**src/rtl/uart_link_arbiter_if.sv**
```systemverilog
// ---------------------------------------------------------------------------
// uart_link_arbiter_if
// Groups all handshake and bus signals between the two link requesters
// (instruction fetcher F, load/store unit M), the UART and the arbiter.
//   slave  : the arbiter's view. It receives requests, releases, transmit
//            controls and UART strobes. It drives the muxed UART controls,
//            grants, gated strobes, stop_f and timeout.
//   master : the environment's view (requesters plus UART), the mirror image.
// Signals:
//   req_f/req_m          level requests
//   done_f/done_m        one-cycle release pulses
//   tx_start_f/m (low)   requester transmit starts
//   tx_data_f/m [7:0]    requester transmit bytes
//   uart_tx_done         UART byte-complete strobe
//   uart_rx_do           UART byte-valid strobe
//   uart_tx_start (low)  muxed transmit start to the UART
//   uart_tx_data [7:0]   muxed transmit byte to the UART
//   gnt_f/gnt_m          registered, mutually exclusive grants
//   tx_done_f/m          gated byte-complete strobes per requester
//   rx_do_f/m            gated byte-valid strobes per requester
//   stop_f               holds the fetcher stopped while it is not the owner
//   timeout              one-cycle pulse when a grant is revoked for inactivity
// ---------------------------------------------------------------------------
interface uart_link_arbiter_if;
    logic       req_f;
    logic       req_m;
    logic       done_f;
    logic       done_m;
    logic       tx_start_f;
    logic       tx_start_m;
    logic [7:0] tx_data_f;
    logic [7:0] tx_data_m;
    logic       uart_tx_done;
    logic       uart_rx_do;
    logic       uart_tx_start;
    logic [7:0] uart_tx_data;
    logic       gnt_f;
    logic       gnt_m;
    logic       tx_done_f;
    logic       tx_done_m;
    logic       rx_do_f;
    logic       rx_do_m;
    logic       stop_f;
    logic       timeout;

    modport slave (
        input  req_f, req_m, done_f, done_m,
        input  tx_start_f, tx_start_m, tx_data_f, tx_data_m,
        input  uart_tx_done, uart_rx_do,
        output uart_tx_start, uart_tx_data,
        output gnt_f, gnt_m,
        output tx_done_f, tx_done_m, rx_do_f, rx_do_m,
        output stop_f, timeout
    );

    modport master (
        output req_f, req_m, done_f, done_m,
        output tx_start_f, tx_start_m, tx_data_f, tx_data_m,
        output uart_tx_done, uart_rx_do,
        input  uart_tx_start, uart_tx_data,
        input  gnt_f, gnt_m,
        input  tx_done_f, tx_done_m, rx_do_f, rx_do_m,
        input  stop_f, timeout
    );
endinterface

```
**src/rtl/uart_link_arbiter.sv**
```systemverilog
// ---------------------------------------------------------------------------
// uart_link_arbiter
// Shares one UART TX/RX link between the instruction fetcher (F) and the
// load/store unit (M). Only one owner holds the link at a time. The owner's
// transmit controls are muxed onto the UART, and the UART strobes are routed
// only to the owner. Every release passes through a one-cycle TURN state with
// no owner. On a tie in IDLE the port that did not own the link last wins.
// last_owner resets to F, so M wins the first tie.
//
// Ports:
//   clk    : sole clock, rising edge
//   reset  : synchronous, active-high reset
//   link   : uart_link_arbiter_if.slave, all handshake and bus signals
//
// Parameters:
//   TIMEOUT_CYCLES : inactivity limit in cycles for an owned link
//   CNT_W          : inactivity counter width, 2**CNT_W > TIMEOUT_CYCLES
//
// Optional feature macro: ARB_TIMEOUT_EN
//   defined   : an inactivity counter revokes a silent grant after
//               TIMEOUT_CYCLES owned cycles and pulses timeout.
//   undefined : no counter is built, timeout stays 0, and a grant persists
//               until done_x or reset.
// ---------------------------------------------------------------------------
module uart_link_arbiter #(
    parameter int unsigned TIMEOUT_CYCLES = 4096,
    parameter int unsigned CNT_W          = 13
) (
    input  logic                clk,
    input  logic                reset,
    uart_link_arbiter_if.slave  link
);

    typedef enum logic [1:0] {
        IDLE  = 2'b00,
        OWN_F = 2'b01,
        OWN_M = 2'b10,
        TURN  = 2'b11
    } state_e;

    state_e state_q, state_d;
    logic   last_m_q, last_m_d;    // 1'b1 when M was the most recent owner
    logic   gnt_f_q, gnt_m_q;
    logic   timeout_q, timeout_d;
    logic   expire_s;              // inactivity limit reached this cycle

`ifdef ARB_TIMEOUT_EN
    localparam logic [CNT_W-1:0] LIMIT = CNT_W'(TIMEOUT_CYCLES - 1);

    logic [CNT_W-1:0] cnt_q, cnt_d;
    logic             activity_s;

    assign activity_s = link.uart_tx_done | link.uart_rx_do;

    // Inactivity counter: runs only while owned. It stays zero outside
    // ownership, so every new grant starts counting from zero.
    always_comb begin
        cnt_d    = cnt_q;
        expire_s = 1'b0;
        if ((state_q == OWN_F) || (state_q == OWN_M)) begin
            if (activity_s) begin
                cnt_d = {CNT_W{1'b0}};
            end else if (cnt_q == LIMIT) begin
                cnt_d    = {CNT_W{1'b0}};
                expire_s = 1'b1;
            end else begin
                cnt_d = cnt_q + {{(CNT_W-1){1'b0}}, 1'b1};
            end
        end else begin
            cnt_d = {CNT_W{1'b0}};
        end
    end

    // Inactivity counter register
    always_ff @(posedge clk) begin
        if (reset) begin
            cnt_q <= {CNT_W{1'b0}};
        end else begin
            cnt_q <= cnt_d;
        end
    end
`else
    assign expire_s = 1'b0;
`endif

    // Arbitration next-state: tie-break on last owner, release on done or expiry
    always_comb begin
        state_d   = state_q;
        last_m_d  = last_m_q;
        timeout_d = 1'b0;
        case (state_q)
            IDLE: begin
                if (link.req_f && link.req_m) begin
                    state_d = last_m_q ? OWN_F : OWN_M;
                end else if (link.req_f) begin
                    state_d = OWN_F;
                end else if (link.req_m) begin
                    state_d = OWN_M;
                end else begin
                    state_d = IDLE;
                end
            end
            OWN_F: begin
                // done_m from the non-owner and a dropped req_f are ignored
                if (link.done_f) begin
                    state_d  = TURN;
                    last_m_d = 1'b0;
                end else if (expire_s) begin
                    state_d   = TURN;
                    last_m_d  = 1'b0;
                    timeout_d = 1'b1;
                end else begin
                    state_d = OWN_F;
                end
            end
            OWN_M: begin
                if (link.done_m) begin
                    state_d  = TURN;
                    last_m_d = 1'b1;
                end else if (expire_s) begin
                    state_d   = TURN;
                    last_m_d  = 1'b1;
                    timeout_d = 1'b1;
                end else begin
                    state_d = OWN_M;
                end
            end
            TURN: begin
                state_d = IDLE;
            end
            default: begin
                state_d = IDLE;
            end
        endcase
    end

    // State, last-owner, grant and timeout registers
    always_ff @(posedge clk) begin
        if (reset) begin
            state_q   <= IDLE;
            last_m_q  <= 1'b0;
            gnt_f_q   <= 1'b0;
            gnt_m_q   <= 1'b0;
            timeout_q <= 1'b0;
        end else begin
            state_q   <= state_d;
            last_m_q  <= last_m_d;
            gnt_f_q   <= (state_d == OWN_F);
            gnt_m_q   <= (state_d == OWN_M);
            timeout_q <= timeout_d;
        end
    end

    // Link mux and strobe gating, combinational from the registered state
    always_comb begin
        link.uart_tx_start = 1'b1;
        link.uart_tx_data  = 8'h00;
        link.rx_do_f       = 1'b0;
        link.tx_done_f     = 1'b0;
        link.rx_do_m       = 1'b0;
        link.tx_done_m     = 1'b0;
        case (state_q)
            OWN_F: begin
                link.uart_tx_start = link.tx_start_f;
                link.uart_tx_data  = link.tx_data_f;
                link.rx_do_f       = link.uart_rx_do;
                link.tx_done_f     = link.uart_tx_done;
            end
            OWN_M: begin
                link.uart_tx_start = link.tx_start_m;
                link.uart_tx_data  = link.tx_data_m;
                link.rx_do_m       = link.uart_rx_do;
                link.tx_done_m     = link.uart_tx_done;
            end
            default: begin
                link.uart_tx_start = 1'b1;
                link.uart_tx_data  = 8'h00;
            end
        endcase
    end

    assign link.gnt_f   = gnt_f_q;
    assign link.gnt_m   = gnt_m_q;
    // The fetcher is held stopped in IDLE and TURN too, so it restarts cleanly on each grant
    assign link.stop_f  = (state_q != OWN_F);
    assign link.timeout = timeout_q;

endmodule

```
**src/flat_wrapper.sv**
```systemverilog
// flat-port wrapper written by rule: the top's interface ports become plain ports
module uart_link_arbiter_flat 
#(
    parameter int unsigned TIMEOUT_CYCLES = 4096,
    parameter int unsigned CNT_W          = 13
)
  (clk, reset, link_req_f, link_req_m, link_done_f, link_done_m, link_tx_start_f, link_tx_start_m, link_tx_data_f, link_tx_data_m, link_uart_tx_done, link_uart_rx_do, link_uart_tx_start, link_uart_tx_data, link_gnt_f, link_gnt_m, link_tx_done_f, link_tx_done_m, link_rx_do_f, link_rx_do_m, link_stop_f, link_timeout);
  uart_link_arbiter_if link_i ();
  input  logic clk;
  input  logic reset;
  input wire logic [$bits(link_i.req_f)-1:0] link_req_f;
  input wire logic [$bits(link_i.req_m)-1:0] link_req_m;
  input wire logic [$bits(link_i.done_f)-1:0] link_done_f;
  input wire logic [$bits(link_i.done_m)-1:0] link_done_m;
  input wire logic [$bits(link_i.tx_start_f)-1:0] link_tx_start_f;
  input wire logic [$bits(link_i.tx_start_m)-1:0] link_tx_start_m;
  input wire logic [$bits(link_i.tx_data_f)-1:0] link_tx_data_f;
  input wire logic [$bits(link_i.tx_data_m)-1:0] link_tx_data_m;
  input wire logic [$bits(link_i.uart_tx_done)-1:0] link_uart_tx_done;
  input wire logic [$bits(link_i.uart_rx_do)-1:0] link_uart_rx_do;
  output wire logic [$bits(link_i.uart_tx_start)-1:0] link_uart_tx_start;
  output wire logic [$bits(link_i.uart_tx_data)-1:0] link_uart_tx_data;
  output wire logic [$bits(link_i.gnt_f)-1:0] link_gnt_f;
  output wire logic [$bits(link_i.gnt_m)-1:0] link_gnt_m;
  output wire logic [$bits(link_i.tx_done_f)-1:0] link_tx_done_f;
  output wire logic [$bits(link_i.tx_done_m)-1:0] link_tx_done_m;
  output wire logic [$bits(link_i.rx_do_f)-1:0] link_rx_do_f;
  output wire logic [$bits(link_i.rx_do_m)-1:0] link_rx_do_m;
  output wire logic [$bits(link_i.stop_f)-1:0] link_stop_f;
  output wire logic [$bits(link_i.timeout)-1:0] link_timeout;
  assign link_i.req_f = link_req_f;
  assign link_i.req_m = link_req_m;
  assign link_i.done_f = link_done_f;
  assign link_i.done_m = link_done_m;
  assign link_i.tx_start_f = link_tx_start_f;
  assign link_i.tx_start_m = link_tx_start_m;
  assign link_i.tx_data_f = link_tx_data_f;
  assign link_i.tx_data_m = link_tx_data_m;
  assign link_i.uart_tx_done = link_uart_tx_done;
  assign link_i.uart_rx_do = link_uart_rx_do;
  assign link_uart_tx_start = link_i.uart_tx_start;
  assign link_uart_tx_data = link_i.uart_tx_data;
  assign link_gnt_f = link_i.gnt_f;
  assign link_gnt_m = link_i.gnt_m;
  assign link_tx_done_f = link_i.tx_done_f;
  assign link_tx_done_m = link_i.tx_done_m;
  assign link_rx_do_f = link_i.rx_do_f;
  assign link_rx_do_m = link_i.rx_do_m;
  assign link_stop_f = link_i.stop_f;
  assign link_timeout = link_i.timeout;
  uart_link_arbiter #(.TIMEOUT_CYCLES(TIMEOUT_CYCLES), .CNT_W(CNT_W)) u_core (.clk(clk), .reset(reset), .link(link_i));
endmodule
```
**config.mk**
```make
export PLATFORM = sky130hd
export DESIGN_NAME = uart_link_arbiter_flat
export DESIGN_NICKNAME = d
export VERILOG_FILES = /design/src/rtl/uart_link_arbiter_if.sv /design/src/rtl/uart_link_arbiter.sv /design/src/flat_wrapper.sv
export SDC_FILE = /design/constraint.sdc
export NUM_CORES = 1
export LEC_CHECK = 0
export CAP_MARGIN = 10
export CORE_AREA = 5 5 44 46
export DETAILED_ROUTE_END_ITERATION = 6
export DIE_AREA = 0 0 49 51
export GPL_TIMING_DRIVEN = 0
export PLACE_DENSITY = 0.88
export SYNTH_ARGS = -nofsm -noshare
export SYNTH_HDL_FRONTEND = slang
export SYNTH_SLANG_ARGS = --single-unit
export TNS_END_PERCENT = 10
```
**constraint.sdc**
```tcl
create_clock -name clk -period 3.2 [get_ports clk]
set_input_delay 0.96 -clock clk [delete_from_list [all_inputs] [get_ports clk]]
set_output_delay 0.96 -clock clk [all_outputs]
set_load 0.03 [all_outputs]
```
# Word level (Yosys, flattened, before mapping)
# Index checks and enable logic that the tools add are counted.
[totals] ram_bits=0 memories=0 mem_bits_ro=0 word_cells=32 register_bits=5 latch_bits=0
[op_classes] reduce_logical=4 n_shift=0 magnitude_cmp=0 addsub=0 eq_ne=8 multipliers=0 bitwise_logic=0 mux=16 div=0
[op_table] op="one-hot mux 8 bit (2 select lines)" n=1
[op_table] op="2-to-1 mux 2 bit" n=5
[op_table] op="one-hot mux 2 bit (4 select lines)" n=1
[op_table] op="2-to-1 mux 1 bit" n=7
[op_table] op="== test 2 bit, second input constant" n=3
[op_table] op="== test 2 x 1 -> 1 bit, second input constant" n=2
[op_table] op="inequality test 2 bit, second input constant" n=2
[op_table] op="one-hot mux 1 bit (2 select lines)" n=2
[op_table] op="AND reduction 3 bit" n=1
[op_table] op="logical NOT 2 bit" n=1
[op_table] op="inequality test 2 x 1 -> 1 bit, second input constant" n=1
[op_table] op="nonzero test 2 bit" n=1
[op_table] op="logical AND 1 bit" n=1

# Longest topological paths before layout
[logic_depth] depth_word=5 mapped_depth=6

# Least setup slack after synthesis
# Ideal clock, no wire load.
[synth_path] kind="input -> output" from="in link_tx_data_m[0]" to="out link_uart_tx_data[0]" path_stages=2 t_arrival_ns=1.483 slack_ns=0.757 path_cell_list="a22oi_1 nor2b_1"
[synth_between] elab_chain_cells=1
[synth_lines] element="start, declared" line="flat_wrapper.sv:18" source="input wire logic [$bits(link_i.tx_data_m)-1:0] link_tx_data_m;"
[synth_lines] element="one-hot mux 8 bit (2 select lines)" line="uart_link_arbiter.sv:162" source="case (state_q)"
[synth_lines] element="end, declared" line="flat_wrapper.sv:22" source="output wire logic [$bits(link_i.uart_tx_data)-1:0] link_uart_tx_data;"
# No other way between the ends.

# Worst setup path in the final report
# Ends and elaborated chain as after synthesis.

==> results by group <==
Run status
  • Result of the run: completed

Setup path
  • Nature of the critical path startpoint: input pin
  • Internal reg-to-reg setup slack: 1.90 ns
  • Critical Path RT: 2.24 ns
  • Type of element capturing the critical path: output pin
  • Reg2Reg Launch Point: u_core.state_q[1]
  • Crit path DAT: about 2.0 ns
  • Crit Reg-Reg Endpoint: u_core.last_m_q
  • Biggest fanout along the worst timing path: 1
  • Worst r2r path cells: 6
  • Critical setup path kind: in -> out

Pwr
  • Total power: approximately 290 uW
  • Leakage power summed over all cells: 0.000425 uW
  • Cell internal power dissipation: ~190 uW
  • Net switching fraction of the power: 0.360
  • Clock network fraction of total power: 0.255
  • Comb pwr share: 0.503
  • Power density over the cells: 332 nW/um2
  • Peak supply drop: 0.206 mV
  • Net switching power: 106 uW
  • Flop pwr share: 0.242

Layout
  • # diodes: 0
  • Number of inserted filler cells in the final layout: 159
  • Share of cells above drive strength 1: 0.0588
  • Sequential Area: 100 um2
  • Growth of design area from synthesis to finish: 107%
  • Fraction of the core area covered by cells at the end of the flow: 0.599
  • Finished Layout Cells: between 100 and 150
  • Multi-input combinational cell area: 295 um2
  • Fin nets: 133

Synthesis
  • Share of synthesized area spent on multiplexers: 0
  • Synth Area in Compound Gates: 0.276
  • Average size of a mapped cell: 7.49 um2
  • Number of enable flip-flop cells after synthesis: 0
  • Most frequently used flop master after synthesis: sky130_fd_sc_hd__dfxtp_1
  • Flop and latch count out of synthesis: 5
  • Adder-cell area share of the yosys netlist: 0.117
  • Fraction of registers with async set or reset after synthesis: 0
  • Synth unique cells: 20
  • Simple-gate share of the synthesized area: 0.290
  • Warnings from Yosys: 0
  • Sequential cell area fraction in the yosys report: 0.235
  • Xor and xnor fraction of the mapped netlist area: 0
  • Number of instances in the synthesized netlist: 57
  • Cell area after synthesis: 427 um2
  • Combinational family with the most area after synthesis: simple AND/OR/NAND/NOR gates
  • Net count after synthesis: 87

Timing
  • Final Hold Vio Count: 0
  • Portion of the clock cycle consumed by the worst path in the final layout: 0.937
  • Final Skew: 0.00235 ns
  • Clock period minus final worst setup slack: around 3.0 ns
  • RSZ-0062 raised after global routing: no
  • Setup Viol. Count Final: 0
  • Highest achievable clock rate: 333 MHz
  • Max-slew violations: 0

Detailed routing
  • Final wirelength: 1.51 mm
  • Post-route DRC violation count: 0
  • Routed via count divided by cell count: 4.87
  • Remaining antenna violation count: 0
  • Detailed-route wire length per cell: between 10 and 15 um
  • Detailed-routing iteration count for the pre-antenna-repair pass: 4
  • Detailed router's first-iteration violation count: 20
  • Vias after detailed routing: 575

Hold path
  • End of the worst hold path: u_core.last_m_q
  • Hold crit path type: reg -> reg
  • Worst Min Path Start: u_core.last_m_q
  • Hold Path Stages: 2

Global route
  • Antenna violations before repair: 0
  • Pin count of the biggest net entering global routing: 11
  • Via count of the first global-routing pass: 584
  • First-pass GRT wire length: 2.53 mm
  • Global-route total usage across every layer: 0.133
  • Total grt overflow: 0

Job
  • Max-capacitance violation count: 0

Clock tree
  • H-tree depth: 1
  • CTS tree: yes
  • Number of setup buffers added after CTS: 0
  • Insertion delay to the later sink of the worst-skew pair: around 0.25 ns
  • TritonCTS Sinks: 5
  • Clk pin slew, worst setup/hold paths: 0.04 ns
  • Total clock buffers created by CTS: 3
  • Clk root buf: sky130_fd_sc_hd__clkbuf_4
  • Max Root-Sink Buffers: 2

Die
  • Standard-cell rows: 14
  • Die boundary height: around 51 um
  • Die outline width: 49 um
  • Std-Cell Core Area: about 1500 um2
  • Starting Density: 0.290
  • I/O pin total: between 40 and 50
  • Overall die area: 2500 um2

Place
  • Final weighted congestion in routability-driven placement: 0.858
  • Detailed Place HPWL: 1.25 mm
  • I/O Buffers: 41
  • # placed instances: 114
## worst max path at each step
stage                      endpoint              start  cells past startpoint
6_report       link_uart_tx_data[0]  link_tx_data_m[0]                      4
5_1_grt        link_uart_tx_data[0]  link_tx_data_m[0]                      4
4_1_cts                link_rx_do_f    link_uart_rx_do                      3
3_5_place_dp   link_uart_tx_data[0]  link_tx_data_m[0]                      4
3_3_place_gp   link_uart_tx_data[0]  link_tx_data_m[0]                      4
2_1_floorplan  link_uart_tx_data[0]  link_tx_data_m[0]                      2
## power by group through the flow
stage / clock [uW] / sequential [uW] / combinational, uW
after floorplan: 0 / 75.7 / 79.2
after global placement: 0 / 71.7 / 153
after detailed placement: 0 / 71.9 / 155
after CTS: 77.3 / 70.8 / 149
after global routing: 84.1 / 71.5 / 162
final: 74.7 / 70.8 / 147
## area by class of cell
| cell class | count | area share |
|---|---|---|
| Timing Repair Buffer | 41 | 0.464 |
| Multi-Input combinational cell | 45 | 0.335 |
| Clock buffer | 4 | 0.0298 |
| Buffer | 3 | 0.0184 |
| Inverter | 4 | 0.0170 |
| Tap cell | 16 | 0.0227 |
| Sequential cell | 5 | 0.113 |
## state kept, by name (all words and copies together), names as in the netlist
signal,cells
u_core.state_q,2
u_core.last_m_q,1
u_core.link.gnt_f,1
u_core.link.gnt_m,1
## cell usage in the layout, fill, tap and decap left out
cell / count
sky130_fd_sc_hd__a22oi_1: 9
sky130_fd_sc_hd__or3_1: 1
sky130_fd_sc_hd__buf_2: 1
sky130_fd_sc_hd__nor2b_1: 8
sky130_fd_sc_hd__or2_2: 1
sky130_fd_sc_hd__nor2_1: 1
sky130_fd_sc_hd__clkbuf_4: 3
sky130_fd_sc_hd__conb_1: 1
sky130_fd_sc_hd__buf_4: 1
sky130_fd_sc_hd__clkdlybuf4s50_1: 28
sky130_fd_sc_hd__nand3_1: 2
sky130_fd_sc_hd__dlygate4sd2_1: 9
sky130_fd_sc_hd__clkbuf_1: 2
sky130_fd_sc_hd__nor3_1: 1
sky130_fd_sc_hd__dlymetal6s2s_1: 4
sky130_fd_sc_hd__and2_1: 4
sky130_fd_sc_hd__ha_1: 4
sky130_fd_sc_hd__o211ai_1: 1
sky130_fd_sc_hd__nand2b_1: 1
sky130_fd_sc_hd__o22ai_1: 2
sky130_fd_sc_hd__nand2_1: 3
sky130_fd_sc_hd__dfxtp_1: 5
sky130_fd_sc_hd__inv_1: 4
sky130_fd_sc_hd__a21oi_1: 6
## cells in the mapped netlist, types with 2 or more instances
library cell | instances | share of area
sky130_fd_sc_hd__o22ai_1 | 2 | 0.029
sky130_fd_sc_hd__dfxtp_1 | 5 | 0.23
sky130_fd_sc_hd__nor2b_1 | 8 | 0.12
sky130_fd_sc_hd__and2_1 | 4 | 0.059
sky130_fd_sc_hd__ha_1 | 4 | 0.12
sky130_fd_sc_hd__a22oi_1 | 9 | 0.16
sky130_fd_sc_hd__nand2_1 | 3 | 0.026
sky130_fd_sc_hd__a21oi_1 | 6 | 0.070
sky130_fd_sc_hd__inv_1 | 4 | 0.035
sky130_fd_sc_hd__nand3_1 | 2 | 0.023
## cell families after synthesis
group | Yosys count
buf+inv | 7
fa+ha+maj | 4
flops | 5
compound gates | 18
simple gates | 22
other cells | 1
## critical path, stage by stage
cell and delay (ns):
sky130_fd_sc_hd__clkdlybuf4s50_1 0.45, sky130_fd_sc_hd__a22oi_1 0.08, sky130_fd_sc_hd__nor2b_1 0.14, sky130_fd_sc_hd__dlygate4sd2_1 0.41
## per-layer routing
metal  up-vias  track usage  share of wire
met5         -            0              0
li1        288            -              -
met4         0        0.108          0.015
met1       250        0.122           0.37
met3         2       0.0669           0.11
met2        35        0.222           0.51
## stage by stage
step | setup TNS (ns) | area [um2] | hold slack, ns | setup slack (ns)
detailed placement | -0.554 | 857 | 0.534 | -0.0982
CTS | 0 | 872 | 0.545 | 0.00911
floorplan | 0 | 427 | 0.514 | 0.757
global placement | -0.431 | 857 | 0.536 | -0.0661
global route | 0 | 882 | 0.578 | 0.117
finish | 0 | 882 | 0.546 | 0.200
## timing repair
action,4_1_cts,5_1_grt
resized for setup,9,4
endpoints found under the hold margin,0,0
setup endpoints to repair,9,4
hold buffers,0,0
Note: power is estimated with default switching activity, not from simulation.
